**src/rtl/cache_arbiter_if.sv**
```systemverilog
// Bundle of the I-cache, D-cache and memory-adapter signals seen by the arbiter.
interface cache_arbiter_if #(
  parameter int LINE_W = 256,
  parameter int ADDR_W = 32
);
  logic              i_read;
  logic [ADDR_W-1:0] i_address;
  logic [LINE_W-1:0] i_rdata;
  logic              i_resp;

  logic              d_read;
  logic              d_write;
  logic [ADDR_W-1:0] d_address;
  logic [LINE_W-1:0] d_wdata;
  logic [LINE_W-1:0] d_rdata;
  logic              d_resp;

  logic              mem_read;
  logic              mem_write;
  logic [ADDR_W-1:0] mem_address;
  logic [LINE_W-1:0] mem_wdata;
  logic [LINE_W-1:0] mem_rdata;
  logic              mem_resp;

  // Arbiter side.
  modport slave (
    input  i_read, i_address, d_read, d_write, d_address, d_wdata,
           mem_rdata, mem_resp,
    output i_rdata, i_resp, d_rdata, d_resp,
           mem_read, mem_write, mem_address, mem_wdata
  );

  // Caches plus memory adapter side.
  modport master (
    output i_read, i_address, d_read, d_write, d_address, d_wdata,
           mem_rdata, mem_resp,
    input  i_rdata, i_resp, d_rdata, d_resp,
           mem_read, mem_write, mem_address, mem_wdata
  );
endinterface

```
**src/rtl/cache_arbiter.sv**
```systemverilog
// Two-client cacheline arbiter: I-cache fills and D-cache fills/write-backs
// share one cacheline adapter, with alternating priority on conflicts.
//
// state   | meaning
// IDLE    | waiting for a request; grants and captures the transaction
// SERVE_I | I-cache fill in flight, waiting for mem_resp
// SERVE_D | D-cache fill or write-back in flight, waiting for mem_resp
// DONE    | one-cycle gap after completion, requests not sampled
module cache_arbiter #(
  parameter int LINE_W = 256,
  parameter int ADDR_W = 32
) (
  input logic              clk,
  input logic              rst_n,
  cache_arbiter_if.slave   bus
);

  localparam int              OFF_W     = $clog2(LINE_W / 8);
  localparam logic [ADDR_W-1:0] LINE_MASK = {ADDR_W{1'b1}} << OFF_W;

  typedef enum logic [1:0] {IDLE, SERVE_I, SERVE_D, DONE} state_t;

  state_t              state_q, state_d;
  logic                last_d_q, last_d_d;   // 1 when the last grant went to D
  logic [ADDR_W-1:0]   addr_q, addr_d;
  logic                wr_q, wr_d;
  logic [LINE_W-1:0]   wdata_q, wdata_d;
  logic                i_resp_c, d_resp_c;

  logic i_req, d_req, serving;

  assign i_req   = bus.i_read;
  assign d_req   = bus.d_read | bus.d_write;
  assign serving = (state_q == SERVE_I) || (state_q == SERVE_D);

  // State and captured-transaction registers.
  always_ff @(posedge clk or negedge rst_n) begin
    if (!rst_n) begin
      state_q  <= IDLE;
      last_d_q <= 1'b0;
      addr_q   <= '0;
      wr_q     <= 1'b0;
      wdata_q  <= '0;
    end else begin
      state_q  <= state_d;
      last_d_q <= last_d_d;
      addr_q   <= addr_d;
      wr_q     <= wr_d;
      wdata_q  <= wdata_d;
    end
  end

  // Grant decision, capture and completion handling.
  always_comb begin
    state_d  = state_q;
    last_d_d = last_d_q;
    addr_d   = addr_q;
    wr_d     = wr_q;
    wdata_d  = wdata_q;
    i_resp_c = 1'b0;
    d_resp_c = 1'b0;
    case (state_q)
      IDLE: begin
        // On a conflict the I side wins only if D had the previous grant.
        if (i_req && (!d_req || last_d_q)) begin
          state_d  = SERVE_I;
          last_d_d = 1'b0;
          addr_d   = bus.i_address & LINE_MASK;
          wr_d     = 1'b0;
          wdata_d  = '0;
        end else if (d_req) begin
          state_d  = SERVE_D;
          last_d_d = 1'b1;
          addr_d   = bus.d_address & LINE_MASK;
          wr_d     = bus.d_write;           // write-back beats a fill
          wdata_d  = bus.d_wdata;
        end
      end
      SERVE_I: begin
        if (bus.mem_resp) begin
          i_resp_c = 1'b1;
          state_d  = DONE;
        end
      end
      SERVE_D: begin
        if (bus.mem_resp) begin
          d_resp_c = 1'b1;
          state_d  = DONE;
        end
      end
      DONE:    state_d = IDLE;
      default: state_d = IDLE;
    endcase
  end

  assign bus.mem_read    = serving & ~wr_q;
  assign bus.mem_write   = serving & wr_q;
  assign bus.mem_address = addr_q;
  assign bus.mem_wdata   = wdata_q;
  assign bus.i_rdata     = bus.mem_rdata;
  assign bus.d_rdata     = bus.mem_rdata;
  assign bus.i_resp      = i_resp_c;
  assign bus.d_resp      = d_resp_c;

endmodule

```
**src/flat_wrapper.sv**
```systemverilog
// flat-port wrapper written by rule: the top's interface ports become plain ports
module cache_arbiter_flat 
#(
  parameter int LINE_W = 256,
  parameter int ADDR_W = 32
)
  (clk, rst_n, bus_i_read, bus_i_address, bus_d_read, bus_d_write, bus_d_address, bus_d_wdata, bus_mem_rdata, bus_mem_resp, bus_i_rdata, bus_i_resp, bus_d_rdata, bus_d_resp, bus_mem_read, bus_mem_write, bus_mem_address, bus_mem_wdata);
  cache_arbiter_if #(.LINE_W(LINE_W), .ADDR_W(ADDR_W)) bus_i ();
  input logic clk;
  input logic rst_n;
  input wire logic [$bits(bus_i.i_read)-1:0] bus_i_read;
  input wire logic [$bits(bus_i.i_address)-1:0] bus_i_address;
  input wire logic [$bits(bus_i.d_read)-1:0] bus_d_read;
  input wire logic [$bits(bus_i.d_write)-1:0] bus_d_write;
  input wire logic [$bits(bus_i.d_address)-1:0] bus_d_address;
  input wire logic [$bits(bus_i.d_wdata)-1:0] bus_d_wdata;
  input wire logic [$bits(bus_i.mem_rdata)-1:0] bus_mem_rdata;
  input wire logic [$bits(bus_i.mem_resp)-1:0] bus_mem_resp;
  output wire logic [$bits(bus_i.i_rdata)-1:0] bus_i_rdata;
  output wire logic [$bits(bus_i.i_resp)-1:0] bus_i_resp;
  output wire logic [$bits(bus_i.d_rdata)-1:0] bus_d_rdata;
  output wire logic [$bits(bus_i.d_resp)-1:0] bus_d_resp;
  output wire logic [$bits(bus_i.mem_read)-1:0] bus_mem_read;
  output wire logic [$bits(bus_i.mem_write)-1:0] bus_mem_write;
  output wire logic [$bits(bus_i.mem_address)-1:0] bus_mem_address;
  output wire logic [$bits(bus_i.mem_wdata)-1:0] bus_mem_wdata;
  assign bus_i.i_read = bus_i_read;
  assign bus_i.i_address = bus_i_address;
  assign bus_i.d_read = bus_d_read;
  assign bus_i.d_write = bus_d_write;
  assign bus_i.d_address = bus_d_address;
  assign bus_i.d_wdata = bus_d_wdata;
  assign bus_i.mem_rdata = bus_mem_rdata;
  assign bus_i.mem_resp = bus_mem_resp;
  assign bus_i_rdata = bus_i.i_rdata;
  assign bus_i_resp = bus_i.i_resp;
  assign bus_d_rdata = bus_i.d_rdata;
  assign bus_d_resp = bus_i.d_resp;
  assign bus_mem_read = bus_i.mem_read;
  assign bus_mem_write = bus_i.mem_write;
  assign bus_mem_address = bus_i.mem_address;
  assign bus_mem_wdata = bus_i.mem_wdata;
  cache_arbiter #(.LINE_W(LINE_W), .ADDR_W(ADDR_W)) u_core (.clk(clk), .rst_n(rst_n), .bus(bus_i));
endmodule
```
**config.mk**
```make
export PLATFORM = sky130hd
export DESIGN_NAME = cache_arbiter_flat
export DESIGN_NICKNAME = d
export VERILOG_FILES = /design/src/rtl/cache_arbiter_if.sv /design/src/rtl/cache_arbiter.sv /design/src/flat_wrapper.sv
export SDC_FILE = /design/constraint.sdc
export NUM_CORES = 1
export LEC_CHECK = 0
export ABC_AREA = 1
export CORE_AREA = 2 2 544 546
export DETAILED_ROUTE_END_ITERATION = 10
export DIE_AREA = 0 0 546 548
export GPL_TIMING_DRIVEN = 0
export PLACE_DENSITY = 0.3
export SYNTH_ARGS = -nofsm -noshare
export SYNTH_HDL_FRONTEND = slang
export SYNTH_SLANG_ARGS = --single-unit
```
**constraint.sdc**
```tcl
create_clock -name clk -period 1.8 [get_ports clk]
set_input_delay 0.36 -clock clk [delete_from_list [all_inputs] [get_ports clk]]
set_output_delay 0.36 -clock clk [all_outputs]
set_load 0.01 [all_outputs]
```
==> impl_metrics.tcl <==
set metrics [dict create \
    status "finished with violations" \
    r2r_start "u_core.last_d_q" \
    worst_ep_required_time_ns 1.44 \
    ys_ff_latch 287 \
    grtUsageTotal_pct 9.89 \
    start_util_pct 5.38 \
    synthDistinctLibCells 19 \
    tritoncts "yes" \
    synth_sequential_area_ratio_pct 45.5 \
    cp-startpoint "u_core.state_q[0]" \
    postPlaceCellArea_um2 31900 \
    synth_ff_type "dfrtp_1" \
    coreArea_um2 293000 \
    critPathMaxFanout 2 \
    cts.htree.levels 2 \
    rsz0062_at_grt "true" \
    dieArea_um2 299000 \
    drv_cap 0 \
    fin_ws_ns -0.290 \
    finalHoldViolCount 0 \
    whs_ns 0.123 \
    synth_area_per_cell_um2 8.30 \
    row_count 199 \
    critPathLaunchType "flop" \
    hold_path_class "primary input to async pin" \
    clock_path_buffers 3 \
    io_buffers 1114 \
    vias_per_cell 2.43 \
    netlist_instances 1901 \
    drive_gt1_share_pct 29.8 \
    fp.dieW_um 546 \
    p_per_area_nw_per_um2 1240 \
    finalWirelength_mm 154 \
    synth_top_area_share_pct 45.5 \
    io_pins 1386 \
    slew_headroom_pct 54.9 \
    syn_area_um2 15800 \
    grt_pass1_wl_mm 192 \
    fin_nets 3665 \
    clockRootBuffer "clkbuf_16" \
    syn_to_final_growth_pct 114 \
    drc 0 \
    skew_ns 0.0524 \
    multiInputGateArea_um2 4220 \
    synth_top_area_cell "dfrtp_1" \
    drt-pass1-iter-count 5 \
    crit_path_end "bus_i_resp" \
    clk_latency_ns 0.69 \
    ys_top_cells_by_count "nand2_1 (607), buf_4 (520), nand3_1 (313)" \
    grt_max_degree 94 \
    ys_top_cells_by_area "dfrtp_1 (46%), buf_4 (25%), nand2_1 (14%), nand3_1 (9.9%), buf_2 (2.8%)" \
    fillers 33882 \
    ir_drop_mv 0.685 \
    use_met1_pct 11.1 \
    seq_area_um2 7190 \
    ff2ff_path_depth 7 \
    tightest_slew_ns 0.677 \
    async_flop_share_pct 100 \
    cp_data_arrival_time_ns 1.73 \
    synth-edff-count 0 \
    antenna_left 0 \
    finalSetupViolations 4 \
    yosysWarnings 0 \
    use_met2_pct 16.0 \
    die_h_um 548 \
    period_needed_ns 2.09 \
    grt.busiest_layer "met2" \
    cts_sinks 287 \
    worstReg2RegEnd "u_core.bus.mem_address[24]" \
    antenna_found_initial 67 \
    path_clk_slew_ns 0.06 \
    design_area_um2 33700 \
    dp_hpwl_mm 136 \
    globalRouteMet3Util_pct 6.15 \
    wl_per_cell_um 21.7 \
    leakage_nw 15.0 \
    min_period_over_period_pct 116 \
    grt-ovfl-total 0 \
    rrSetupSlack_ns 0.05 \
    violations "setup timing" \
    gp_congestion 0.829 \
    timing_max_transition_violations_final 0 \
    num_vias 17213 \
    grt_pass1_vias 17624 \
    clock.fmax_mhz 478 \
    synth_most_common_cell "nand2_1" \
    numCtsBuffers 48 \
    drt_iter0_drc 964 \
    crit_type "flop to output port" \
    crit_path_end_kind "output port" \
]
worst min path at each step:
stage | end | startpoint | cells after the start
CTS | u_core.bus.mem_wdata[229] | rst_n | 2
global route | u_core.bus.mem_wdata[227] | rst_n | 2
detailed placement | u_core.bus.mem_wdata[225] | rst_n | 1
floorplan | u_core.bus.mem_address[10] | rst_n | 0
global placement | u_core.bus.mem_wdata[65] | u_core.bus.mem_wdata[65] | 2
finish | u_core.bus.mem_wdata[227] | rst_n | 2
cell type report:
| type | count | area share, % |
|---|---|---|
| repair buffers | 1124 | 32.3 |
| inverters | 63 | 0.731 |
| flip-flops and latches | 287 | 21.3 |
| multi-input cells | 939 | 12.5 |
| clock buffers | 65 | 4.02 |
| plain buffers | 616 | 13.7 |
| clock inverters | 18 | 0.601 |
| diodes | 45 | 0.334 |
| well taps | 3919 | 14.5 |
placed cells by master (no fill, tap or decap), types with 4 or more instances in the layout:
| cell type | Yosys | final |
|---|---|---|
| buf_16 | 0 | 4 |
| buf_2 | 89 | 141 |
| buf_4 | 520 | 559 |
| buf_6 | 3 | 17 |
| buf_8 | 0 | 10 |
| clkbuf_1 | 4 | 9 |
| clkbuf_16 | 0 | 48 |
| clkbuf_4 | 0 | 7 |
| clkbuf_8 | 0 | 9 |
| clkdlybuf4s15_1 | 0 | 87 |
| clkdlybuf4s15_2 | 0 | 57 |
| clkdlybuf4s50_1 | 0 | 826 |
| clkinv_2 | 0 | 7 |
| conb_1 | 1 | 5 |
| dfrtp_1 | 287 | 281 |
| dfrtp_2 | 0 | 6 |
| diode_2 | 0 | 45 |
| dlygate4sd2_1 | 0 | 26 |
| inv_1 | 61 | 55 |
| inv_2 | 1 | 6 |
| nand2_1 | 607 | 607 |
| nand3_1 | 313 | 281 |
| nand3_2 | 0 | 24 |
| nand3_4 | 0 | 8 |
cells by family after synthesis:
| group | count (synthesis) | synth area share (%) |
|---|---|---|
| AOI/OAI and AO/OA | 2 | 0.0634 |
| other | 1 | 0.0238 |
| and+or+nand+nor | 928 | 24.7 |
| DFF | 287 | 45.5 |
| buffers and inverters | 679 | 29.4 |
| adders and majority gates | 4 | 0.317 |
metrics by stage:
stage          util (%)  TNS (ns)  std cells  power, mW  worst slack [ns]
6_report           11.5    -0.984       7076       41.8            -0.290
5_1_grt            11.5     -1.59       7034       45.2            -0.415
4_1_cts            11.4     -1.56       7028       43.3            -0.422
3_5_place_dp       10.9   -217.34       6941       33.8             -1.26
3_3_place_gp       10.9  -4687.67       6938       34.0            -15.79
2_1_floorplan         -         0       1905       18.7             0.442
where the power goes:
group	internal (mW)	switching, mW	leakage, nW	total (mW)
sequential	9.23	1.69	3.65	10.9
clock	5.67	4.09	0.767	9.76
combinational	8.18	12.9	10.6	21.1
routing by layer:
metal	part of all wire, %	wire, µm
met1	38	58500
met2	45	69800
met3	15	22700
met4	1.6	2470
met5	0.19	297
state kept, by name (all words and copies together) (netlist names):
| register | flops |
|---|---|
| u_core.state_q | 2 |
| u_core.last_d_q | 1 |
| u_core.wr_q | 1 |
| u_core.bus.mem_address | 27 |
| u_core.bus.mem_wdata | 256 |
critical path, cell delays in order, from the launching register on:
cell and delay (ns):
dfrtp_1 0.39, buf_4 0.14, buf_6 0.10, ha_1 0.18, nand2_1 0.07, inv_2 0.04
buf_6 0.12
repair_timing:
item / 4_1_cts / 5_1_grt
hold buffers: 1 / 0
endpoints found under the hold margin: 194 / 0
resized for setup: 1064 / 42
pin swaps: 1 / 2
setup endpoints to repair: 525 / 131
buffers inserted: 3 / 3
(Power assumes the default switching activity.)
